`config.mk`:
```
export PLATFORM = sky130hd
export DESIGN_NAME = rfft_ctrl
export DESIGN_NICKNAME = d
export VERILOG_FILES = /design/src/rtl/rfft_pkg.sv /design/src/rtl/rfft_skid_fifo.sv /design/src/rtl/rfft_ctrl.sv
export SDC_FILE = /design/constraint.sdc
export NUM_CORES = 1
export LEC_CHECK = 0
export CORE_AREA = 3 3 264 266
export DETAILED_ROUTE_END_ITERATION = 8
export DIE_AREA = 0 0 267 269
export PLACE_DENSITY = 0.52
export SLEW_MARGIN = 25
export SYNTH_ARGS = -nofsm -noshare
export SYNTH_HDL_FRONTEND = slang
export SYNTH_SLANG_ARGS = --single-unit
```
`constraint.sdc`:
```
create_clock -name Clk -period 5.2 [get_ports Clk]
set_input_delay 1.04 -clock Clk [delete_from_list [all_inputs] [get_ports Clk]]
set_output_delay 1.04 -clock Clk [all_outputs]
set_load 0.005 [all_outputs]
```
`src/rtl/rfft_pkg.sv`:
```
// rtl/rfft_pkg.sv - shared types and constants for the RFFT engine sequencer
package rfft_pkg;

    // Sequencer phases: twiddle load once after reset, then load/run/drain per frame.
    typedef enum logic [1:0] {
        TF_LOAD = 2'd0,
        LOAD    = 2'd1,
        RUN     = 2'd2,
        DRAIN   = 2'd3
    } state_t;

    localparam int ROWS      = 64;
    localparam int ADDR_W    = 6;
    localparam int TF_ADDR_W = 8;

endpackage

```
`src/rtl/rfft_skid_fifo.sv`:
```
// rtl/rfft_skid_fifo.sv - two-entry skid FIFO absorbing engine read latency under backpressure
//
// Ports:
//   Clk, Reset_n        clock, synchronous active-low reset (FIFO empties)
//   push, push_data     write one entry (ignored when full and not popping)
//   pop                 consume the head entry (ignored when empty)
//   pop_data            head entry, stable until popped
//   empty               no entries held
//   occ                 occupancy 0..2
module rfft_skid_fifo #(
    parameter int DW = 129
) (
    input  logic          Clk,
    input  logic          Reset_n,
    input  logic          push,
    input  logic [DW-1:0] push_data,
    input  logic          pop,
    output logic [DW-1:0] pop_data,
    output logic          empty,
    output logic [1:0]    occ
);

    logic [DW-1:0] mem0_q, mem0_d;
    logic [DW-1:0] mem1_q, mem1_d;
    logic          rd_ptr_q, rd_ptr_d;
    logic          wr_ptr_q, wr_ptr_d;
    logic [1:0]    occ_q, occ_d;
    logic          do_push;
    logic          do_pop;

    always_comb begin
        mem0_d   = mem0_q;
        mem1_d   = mem1_q;
        rd_ptr_d = rd_ptr_q;
        wr_ptr_d = wr_ptr_q;
        occ_d    = occ_q;

        do_pop  = pop && (occ_q != 2'd0);
        do_push = push && ((occ_q != 2'd2) || do_pop);

        if (do_push) begin
            if (wr_ptr_q) begin
                mem1_d = push_data;
            end else begin
                mem0_d = push_data;
            end
            wr_ptr_d = ~wr_ptr_q;
        end
        if (do_pop) begin
            rd_ptr_d = ~rd_ptr_q;
        end

        case ({do_push, do_pop})
            2'b10:   occ_d = occ_q + 2'd1;
            2'b01:   occ_d = occ_q - 2'd1;
            default: occ_d = occ_q;
        endcase
    end

    always_ff @(posedge Clk) begin
        if (!Reset_n) begin
            mem0_q   <= '0;
            mem1_q   <= '0;
            rd_ptr_q <= 1'b0;
            wr_ptr_q <= 1'b0;
            occ_q    <= 2'd0;
        end else begin
            mem0_q   <= mem0_d;
            mem1_q   <= mem1_d;
            rd_ptr_q <= rd_ptr_d;
            wr_ptr_q <= wr_ptr_d;
            occ_q    <= occ_d;
        end
    end

    assign pop_data = rd_ptr_q ? mem1_q : mem0_q;
    assign empty    = (occ_q == 2'd0);
    assign occ      = occ_q;

endmodule

```
`src/rtl/rfft_ctrl.sv`:
```
// rtl/rfft_ctrl.sv - sequencer for the 256-point banked RFFT engine (twiddle load, frame load/run/drain)
//
// Ports:
//   Clk, Reset_n                    clock, synchronous active-low reset
//   tf_valid/tf_ready/tf_data       twiddle stream, accepted only in TF_LOAD
//   tf_reload                       request twiddle reload (honoured at frame start only)
//   s_valid/s_ready/s_data          4-lane sample stream, one bank row per beat
//   m_valid/m_ready/m_data/m_last   4-lane result stream, m_last on row 63
//   busy, err_timeout, frame_cnt    status: RUN/DRAIN, sticky watchdog, completed frames
//   fft_*                           engine control port (Input/Write/Addr/Din/Tf_in/Tf_we/Addr_T, done, Dout)
module rfft_ctrl
    import rfft_pkg::*;
#(
    parameter int WIDTH    = 32,
    parameter int ROWS     = 64,
    parameter int TF_DEPTH = 256,
    parameter int TIMEOUT  = 1024
) (
    input  logic                 Clk,
    input  logic                 Reset_n,
    input  logic                 tf_valid,
    output logic                 tf_ready,
    input  logic [2*WIDTH-1:0]   tf_data,
    input  logic                 tf_reload,
    input  logic                 s_valid,
    output logic                 s_ready,
    input  logic [4*WIDTH-1:0]   s_data,
    output logic                 m_valid,
    input  logic                 m_ready,
    output logic [4*WIDTH-1:0]   m_data,
    output logic                 m_last,
    output logic                 busy,
    output logic                 err_timeout,
    output logic [15:0]          frame_cnt,
    output logic                 fft_input,
    output logic                 fft_write,
    output logic [ADDR_W-1:0]    fft_addr,
    output logic [WIDTH-1:0]     fft_din0,
    output logic [WIDTH-1:0]     fft_din1,
    output logic [WIDTH-1:0]     fft_din2,
    output logic [WIDTH-1:0]     fft_din3,
    output logic [2*WIDTH-1:0]   fft_tf_in,
    output logic                 fft_tf_we,
    output logic [TF_ADDR_W-1:0] fft_addr_t,
    input  logic                 fft_done,
    input  logic [WIDTH-1:0]     fft_dout0,
    input  logic [WIDTH-1:0]     fft_dout1,
    input  logic [WIDTH-1:0]     fft_dout2,
    input  logic [WIDTH-1:0]     fft_dout3
);

    localparam int WDOG_W = $clog2(TIMEOUT);
    localparam logic [WDOG_W-1:0]    WDOG_MAX = WDOG_W'(TIMEOUT - 1);
    localparam logic [TF_ADDR_W-1:0] TF_LAST  = TF_ADDR_W'(TF_DEPTH - 1);
    localparam logic [ADDR_W-1:0]    ROW_LAST = ADDR_W'(ROWS - 1);
    localparam logic [ADDR_W:0]      RD_END   = (ADDR_W + 1)'(ROWS);

    state_t               state_q, state_d;
    logic [TF_ADDR_W-1:0] tf_idx_q, tf_idx_d;
    logic [ADDR_W-1:0]    wr_row_q, wr_row_d;
    logic [ADDR_W:0]      rd_cnt_q, rd_cnt_d;     // extra bit marks "all rows issued"
    logic [WDOG_W-1:0]    wdog_q, wdog_d;
    logic                 inflight_q, inflight_d;
    logic                 infl_last_q, infl_last_d;
    logic                 err_q, err_d;
    logic [15:0]          frame_cnt_q, frame_cnt_d;
    logic                 fft_input_q, fft_input_d;

    logic                 tf_acc;
    logic                 s_acc;
    logic                 pop;
    logic                 issue;
    logic [2:0]           pend;
    logic [1:0]           occ;
    logic                 fifo_empty;
    logic [4*WIDTH:0]     fifo_out;

    rfft_skid_fifo #(
        .DW (4*WIDTH + 1)
    ) u_skid (
        .Clk       (Clk),
        .Reset_n   (Reset_n),
        .push      (inflight_q),
        .push_data ({infl_last_q, fft_dout3, fft_dout2, fft_dout1, fft_dout0}),
        .pop       (pop),
        .pop_data  (fifo_out),
        .empty     (fifo_empty),
        .occ       (occ)
    );

    assign m_valid = !fifo_empty;
    assign m_data  = fifo_out[4*WIDTH-1:0];
    assign m_last  = fifo_out[4*WIDTH];
    assign pop     = m_valid && m_ready;

    assign tf_ready = (state_q == TF_LOAD);
    assign s_ready  = (state_q == LOAD);
    assign tf_acc   = tf_ready && tf_valid;
    assign s_acc    = s_ready && s_valid;

    // Entries that will be held after this cycle plus the one read still in flight
    // must leave a free slot for the read issued now, so a stall never drops data.
    assign pend  = {1'b0, occ} - {2'b00, pop} + {2'b00, inflight_q};
    assign issue = (state_q == DRAIN) && (rd_cnt_q < RD_END) && (pend < 3'd2);

    always_comb begin
        state_d     = state_q;
        tf_idx_d    = tf_idx_q;
        wr_row_d    = wr_row_q;
        rd_cnt_d    = rd_cnt_q;
        wdog_d      = wdog_q;
        err_d       = err_q;
        frame_cnt_d = frame_cnt_q;
        inflight_d  = issue;
        infl_last_d = issue && (rd_cnt_q[ADDR_W-1:0] == ROW_LAST);

        case (state_q)
            TF_LOAD: begin
                if (tf_acc) begin
                    if (tf_idx_q == TF_LAST) begin
                        tf_idx_d = '0;
                        state_d  = LOAD;
                    end else begin
                        tf_idx_d = tf_idx_q + 1'b1;
                    end
                end
            end
            LOAD: begin
                if (s_acc) begin
                    if (wr_row_q == ROW_LAST) begin
                        wr_row_d = '0;
                        wdog_d   = '0;
                        state_d  = RUN;
                    end else begin
                        wr_row_d = wr_row_q + 1'b1;
                    end
                end else if (tf_reload && (wr_row_q == '0)) begin
                    tf_idx_d = '0;
                    state_d  = TF_LOAD;
                end
            end
            RUN: begin
                if (fft_done) begin
                    rd_cnt_d = '0;
                    state_d  = DRAIN;
                end else if (wdog_q == WDOG_MAX) begin
                    err_d    = 1'b1;
                    wr_row_d = '0;
                    state_d  = LOAD;
                end else begin
                    wdog_d = wdog_q + 1'b1;
                end
            end
            DRAIN: begin
                if (issue) begin
                    rd_cnt_d = rd_cnt_q + 1'b1;
                end
                if (pop && m_last) begin
                    frame_cnt_d = frame_cnt_q + 16'd1;
                    wr_row_d    = '0;
                    rd_cnt_d    = '0;
                    state_d     = LOAD;
                end
            end
            default: state_d = TF_LOAD;
        endcase

        // Registered so the engine sees Input low exactly for the RUN phase.
        fft_input_d = (state_d != RUN);
    end

    always_ff @(posedge Clk) begin
        if (!Reset_n) begin
            state_q     <= TF_LOAD;
            tf_idx_q    <= '0;
            wr_row_q    <= '0;
            rd_cnt_q    <= '0;
            wdog_q      <= '0;
            inflight_q  <= 1'b0;
            infl_last_q <= 1'b0;
            err_q       <= 1'b0;
            frame_cnt_q <= '0;
            fft_input_q <= 1'b1;
        end else begin
            state_q     <= state_d;
            tf_idx_q    <= tf_idx_d;
            wr_row_q    <= wr_row_d;
            rd_cnt_q    <= rd_cnt_d;
            wdog_q      <= wdog_d;
            inflight_q  <= inflight_d;
            infl_last_q <= infl_last_d;
            err_q       <= err_d;
            frame_cnt_q <= frame_cnt_d;
            fft_input_q <= fft_input_d;
        end
    end

    assign busy        = (state_q == RUN) || (state_q == DRAIN);
    assign err_timeout = err_q;
    assign frame_cnt   = frame_cnt_q;
    assign fft_input   = fft_input_q;
    assign fft_write   = s_acc;
    assign fft_addr    = (state_q == DRAIN) ? rd_cnt_q[ADDR_W-1:0] : wr_row_q;
    assign fft_din0    = s_data[0*WIDTH +: WIDTH];
    assign fft_din1    = s_data[1*WIDTH +: WIDTH];
    assign fft_din2    = s_data[2*WIDTH +: WIDTH];
    assign fft_din3    = s_data[3*WIDTH +: WIDTH];
    assign fft_tf_in   = tf_data;
    assign fft_tf_we   = tf_acc;
    assign fft_addr_t  = tf_idx_q;

endmodule
```
* Word level (Yosys, flattened, before mapping) *
Index checks and enable logic that the tools add are counted.

operators by class
  add/sub/neg operators = 9
  magnitude comparators = 2
  equality and inequality tests = 22
  muxes and demuxes = 32
  bitwise logic cells = 3
  reduce and logical (&&, ||, !) cells = 30

operators by type and width
  kind                                                    count
  two-way mux 129 bit                                     1
  two-way mux 10 bit                                      4
  two-way mux 6 bit                                       6
  two-way mux 8 bit                                       4
  two-way mux 7 bit                                       3
  one-hot mux 10 bit (2 select lines)                     1
  one-hot mux 6 bit (3 select lines)                      1
  adder 16 x 1 -> 16 bit (second input constant)          1
  two-way mux 2 bit                                       8
  inequality test 2 bit (second input constant)           8
  one-hot mux 8 bit (2 select lines)                      1
  one-hot mux 7 bit (2 select lines)                      1
  equality test 6 bit (second input constant)             2
  adder 10 x 1 -> 10 bit (second input constant)          1
  equality test 10 bit (second input constant)            1
  logical AND 1 bit                                       10
  AND reduction 5 bit                                     2
  nonzero test 2 bit                                      5
  adder 8 x 1 -> 8 bit (second input constant)            1
  equality test 8 bit (second input constant)             1
  inequality test 2 x 1 -> 1 bit (second input constant)  4
  one-hot mux 2 bit (4 select lines)                      1
  adder 7 x 1 -> 7 bit (second input constant)            1
  < comparator 7 bit (second input constant)              1
  other kinds (19)                                        29

word-level totals
  register bits = 315

* Depth between registers and ports, before layout *
  depth in word-level cells = 10
  mapped depth = 10
  depth with buffers taken out = 10

* By module *
Synthesis repeated with hierarchy kept, for this count alone.

second synthesis, totals
  cell total of the unflattened synthesis = 1,664
  area, all modules = 15,630.0 um^2

modules (own cells, without submodules)
  module          times used  cells each  area each (um^2)  sequential area each (um^2)
  rfft_skid_fifo  1           1,141       11,374.7          5,245.0
  rfft_ctrl       1           523         4,255.3           1,061.0

* Worst setup path after synthesis *
OpenSTA, ideal clock, no wires.

  path type = in2reg
  start = input m_ready
  end = register rd_cnt_q[5]
  arrival time = 2,980 ps
  data required time = 5,070 ps
  slack = 2,090 ps
  cell stages on the path = 10
  buffers on the path = 0
  cell sequence = o21ai_2 inv_1 ha_1 nand2b_1 fa_1 xor2_1 nor4b_4 nand4_1 xor2_1 nor2_1

between the ends
  longest elaborated chain between the ends = 7

ends and longest elaborated chain
  element                                 RTL line          text
  from (decl)                             rfft_ctrl.sv:29   input logic m_ready,
  logical AND 1 bit *                     rfft_ctrl.sv:94   assign pop = m_valid && m_ready;
  subtractor 2 x 1 -> 3 bit               rfft_ctrl.sv:103  assign pend = {1'b0, occ} - {2'b00, pop} + {2'b00, inflight_q};
  adder 3 x 1 -> 3 bit                    rfft_ctrl.sv:103
  < comparator 3 x 2 -> 1 bit             rfft_ctrl.sv:104  assign issue = (state_q == DRAIN) && (rd_cnt_q < RD_END) && (pend < 3'd2);
  logical AND 1 bit                       rfft_ctrl.sv:104
  inequality test 3 bit (no source line)  --
  AND reduction 3 bit (no source line)    --
  to (signal assigned)                    rfft_ctrl.sv:188  rd_cnt_q <= rd_cnt_d;
  to (decl)                               rfft_ctrl.sv:61   logic [ADDR_W:0] rd_cnt_q, rd_cnt_d; // extra bit marks "all rows issued"

Every way passes the cells marked *; elsewhere a longest branch is shown, timed or not.
A chain may end at the register's enable or synchronous reset.

* Final worst setup path *
  start = register u_skid.rd_ptr_q
  end = output m_last

between the ends
  longest elaborated chain between the ends = 1

ends and longest elaborated chain
  element                 RTL line              text
  from (decl)             rfft_skid_fifo.sv:25  logic rd_ptr_q, rd_ptr_d;
  from (signal assigned)  rfft_skid_fifo.sv:70  rd_ptr_q <= rd_ptr_d;
  two-way mux 129 bit     rfft_skid_fifo.sv:76  assign pop_data = rd_ptr_q ? mem1_q : mem0_q;
  to (decl)               rfft_ctrl.sv:31       output logic m_last,

No other way between the ends.

==> flow_metrics.py <==
metrics = {
    "sta": {
        "fin_worst_skew_ps": 11.0,
        "tightest_slew_ps": 785,
        "period_needed_ps": 3800,
        "holdWs_ps": 448,
        "drv_slew": 0,
        "slew_headroom_pct": 47.6,
        "setup_viol": 0,
        "rsz0062_at_grt": "false",
        "fin_crit_sh_pct": 73.1,
        "fin_ws_ps": 1400,
        "hold_viol": 0,
        "fmax_mhz": 263,
        "finalSetupTns_ps": 0,
    },
    "clocking": {
        "cts_buffers": 38,
        "insertion_delay_ps": 540,
        "postCtsSetupRepairBufs": 0,
        "cts.sinks": 315,
        "clockRootBuffer": "clkbuf_16",
        "htree_levels": 2,
        "cts_tree": "built",
        "holdBufCountCts": 0,
        "path_clk_slew_ps": 60,
        "post_cts_resized": 0,
        "clock_path_buffers": 3,
    },
    "logic_synthesis": {
        "synth_cell_types": 58,
        "ys_ff_latch": 315,
        "syn_inst": 1789,
        "yosys_most_used_dff": "dfxtp_1",
        "synthArstFlopShare_pct": 0,
        "synth_mux_area_share_pct": 10.1,
        "syn_area_per_cell_um2": 8.62,
        "synthSimpleGateAreaFrac_pct": 18.3,
        "synth_top_cell_by_area": "dfxtp_1",
        "synth_edf_count": 0,
        "synth.yosys.seq_area_share_pct": 40.9,
        "synth_top_family_by_area": "simple AND/OR/NAND/NOR gates",
        "synth.area.top_cells": "dfxtp_1, nand2_1, buf_4",
        "synth_top_area_share_pct": 40.9,
        "yosysWarningCount": 0,
        "synth_xor_xnor_area_share_pct": 1.59,
        "synth.cells.most_frequent": "nand2_1, dfxtp_1, buf_4",
        "synthesis.area_um2": 15400,
        "yosys.area_share.adder_pct": 0.779,
        "synth_compound_area_share_pct": 15.3,
        "syn-num-nets": 2125,
        "yosysMostFrequentCell": "nand2_1",
    },
    "worst_setup_path": {
        "max_stage_delay_ps": 610,
        "reg2regPathDepth": 10,
        "critPathCaptureType": "output port",
        "cp_slowest_cell": "dfxtp_4",
        "crit_chain": "buf_12 -> mux2i_2 -> inv_1 -> clkdlybuf4s50_1",
        "critPathTopFamily": "buffers and inverters",
        "critPathLaunchType": "register",
        "path_depth": 4,
        "crit_type": "reg -> out",
        "cp.arrival_ps": 2760,
        "worstPathMaxFanout": 74,
        "cp.buffers_inverters": 3,
        "r2r_slack_ps": 2340,
        "worstPathRequired_ps": 4160,
    },
    "place": {
        "dp_slack_ps": 1320,
        "io_buffers": 301,
        "place_hpwl_mm": 29.5,
        "place.gp.congestion": 0.716,
    },
    "power_and_ir_drop": {
        "ir_drop_mv": 0.202,
        "power.density_nw_per_um2": 278,
        "p_leak_nw": 6.44,
    },
    "min_path": {
        "holdPathStages": 2,
        "hold_path.class": "reg -> reg",
    },
    "grt": {
        "grt_pass1_wl_mm": 69.9,
        "antenna_found_initial": 1,
        "grt_overflow_total": 0,
        "grt_use_total_pct": 12.2,
        "first_global_vias": 12501,
        "grt_max_degree": 159,
    },
    "routing": {
        "wl_per_cell_um": 16.6,
        "drt_first_pass_iters": 4,
        "ant_nets": 0,
        "post_drt_via_cell_ratio": 4.41,
        "drt_wl_total_mm": 45.6,
        "drt-initial-drc-count": 503,
        "drc": 0,
        "vias": 12083,
    },
    "flow_run": {
        "max_cap_violations": 0,
    },
    "floorplanning": {
        "core_um2": 67300,
        "fp.dieH_um": 269,
        "die-area_um2": 71800,
        "io_pins": 686,
        "die_w_um": 267,
        "rows": 95,
        "start_util_pct": 22.9,
    },
    "layout": {
        "nNetsFinal": 2177,
        "fillers": 7033,
        "antenna_cells": 0,
        "multi_input_area_um2": 7120,
        "area.growth.synth_to_final_pct": 23.3,
        "regArea_um2": 6310,
        "drive_above_1_share_pct": 12.0,
    },
    "outcome": {
        "outcome": "complete, no violations",
    },
}
## cell families (layout without fill, tap and decap cells)
group,after synthesis,count (layout)
AO/OA/AOI/OAI,321,321
XOR/XNOR,28,28
adder cells (fa/ha/maj),9,9
buffers and inverters,314,394
flip-flops,315,315
multiplexers,138,138
AND/OR/NAND/NOR,664,664
## per-stage QoR
step	cells	instance area, um2	total power, W	utilization [%]
3_5_place_dp	2674	17800	0.00267	26.4
2_1_floorplan	1789	15400	0.00265	-
6_report	2742	19000	0.00530	28.3
5_1_grt	2742	19000	0.00552	28.3
4_1_cts	2742	19000	0.00542	28.3
3_3_place_gp	2674	17800	0.00267	26.4
## metal layers
layer,track usage [%],vias up,wire [um]
met5,0.396,-,38
met2,21.4,406,22200
met4,5.85,2,2110
met3,4.75,137,3990
met1,12.8,5720,17300
li1,-,5818,-
## path summary, 6_finish.rpt
kind / from / end
hold / removal: u_skid.mem1_q[122] / u_skid.mem1_q[122]
setup / recovery: u_skid.rd_ptr_q / m_last
hold reg to reg: u_skid.mem1_q[122] / u_skid.mem1_q[122]
setup reg to reg: u_skid.occ[0] / rd_cnt_q[5]
## cells in the final DEF, fill, tap and decap left out, drive strengths merged, types with 2 or more instances in the layout
cell type,n
xnor2,18
a41oi,2
clkinv,7
nor2,24
o31ai,6
nand2b,5
a21oi,19
or3,7
nor3,10
clkbuf,59
dfxtp,315
buf,13
and2,16
nand4,12
nand2,542
and4,6
or2,2
xor2,10
inv,13
mux2i,4
a31oi,3
ha,8
a221oi,2
nor2b,8
and3,4
nor4,5
clkdlybuf4s50,300
a21boi,262
o21ai,20
nand3,15
o21a,2
or4,4
bufinv,2
mux2,134
## sequential cells by signal, summed over array words and instances, names as in the netlist, 6 cells and up
signal,count
wr_row_q,6
u_skid.mem0_q,129
u_skid.mem1_q,129
fft_addr_t,8
rd_cnt_q,7
frame_cnt,16
wdog_q,10
## final cells by class
type                            instances  area share (%)
Multi-Input combinational cell       1160            37.5
Sequential cell                       315            33.2
Timing Repair Buffer                  313            16.8
Clock buffer                           59            6.07
Tap cell                              873            5.74
Clock inverter                          9           0.520
Inverter                               13           0.257
## worst register-to-register path: stages, from the launching register on
cell	delay, ps
dfxtp_1	400
o21ai_2	300
inv_1	160
ha_1	290
nand2b_1	150
fa_1	370
xor2_1	170
nor4b_4	510
nand4_1	170
xor2_1	160
nor2_1	50
## power breakdown
part           internal, W  switching (W)  total, W
Combinational     0.000128      0.0000698  0.000198
Sequential         0.00241     0.00000258   0.00242
Clock              0.00162        0.00106   0.00268
Total              0.00417        0.00113   0.00530
Note: power is estimated with default switching activity, not from simulation.
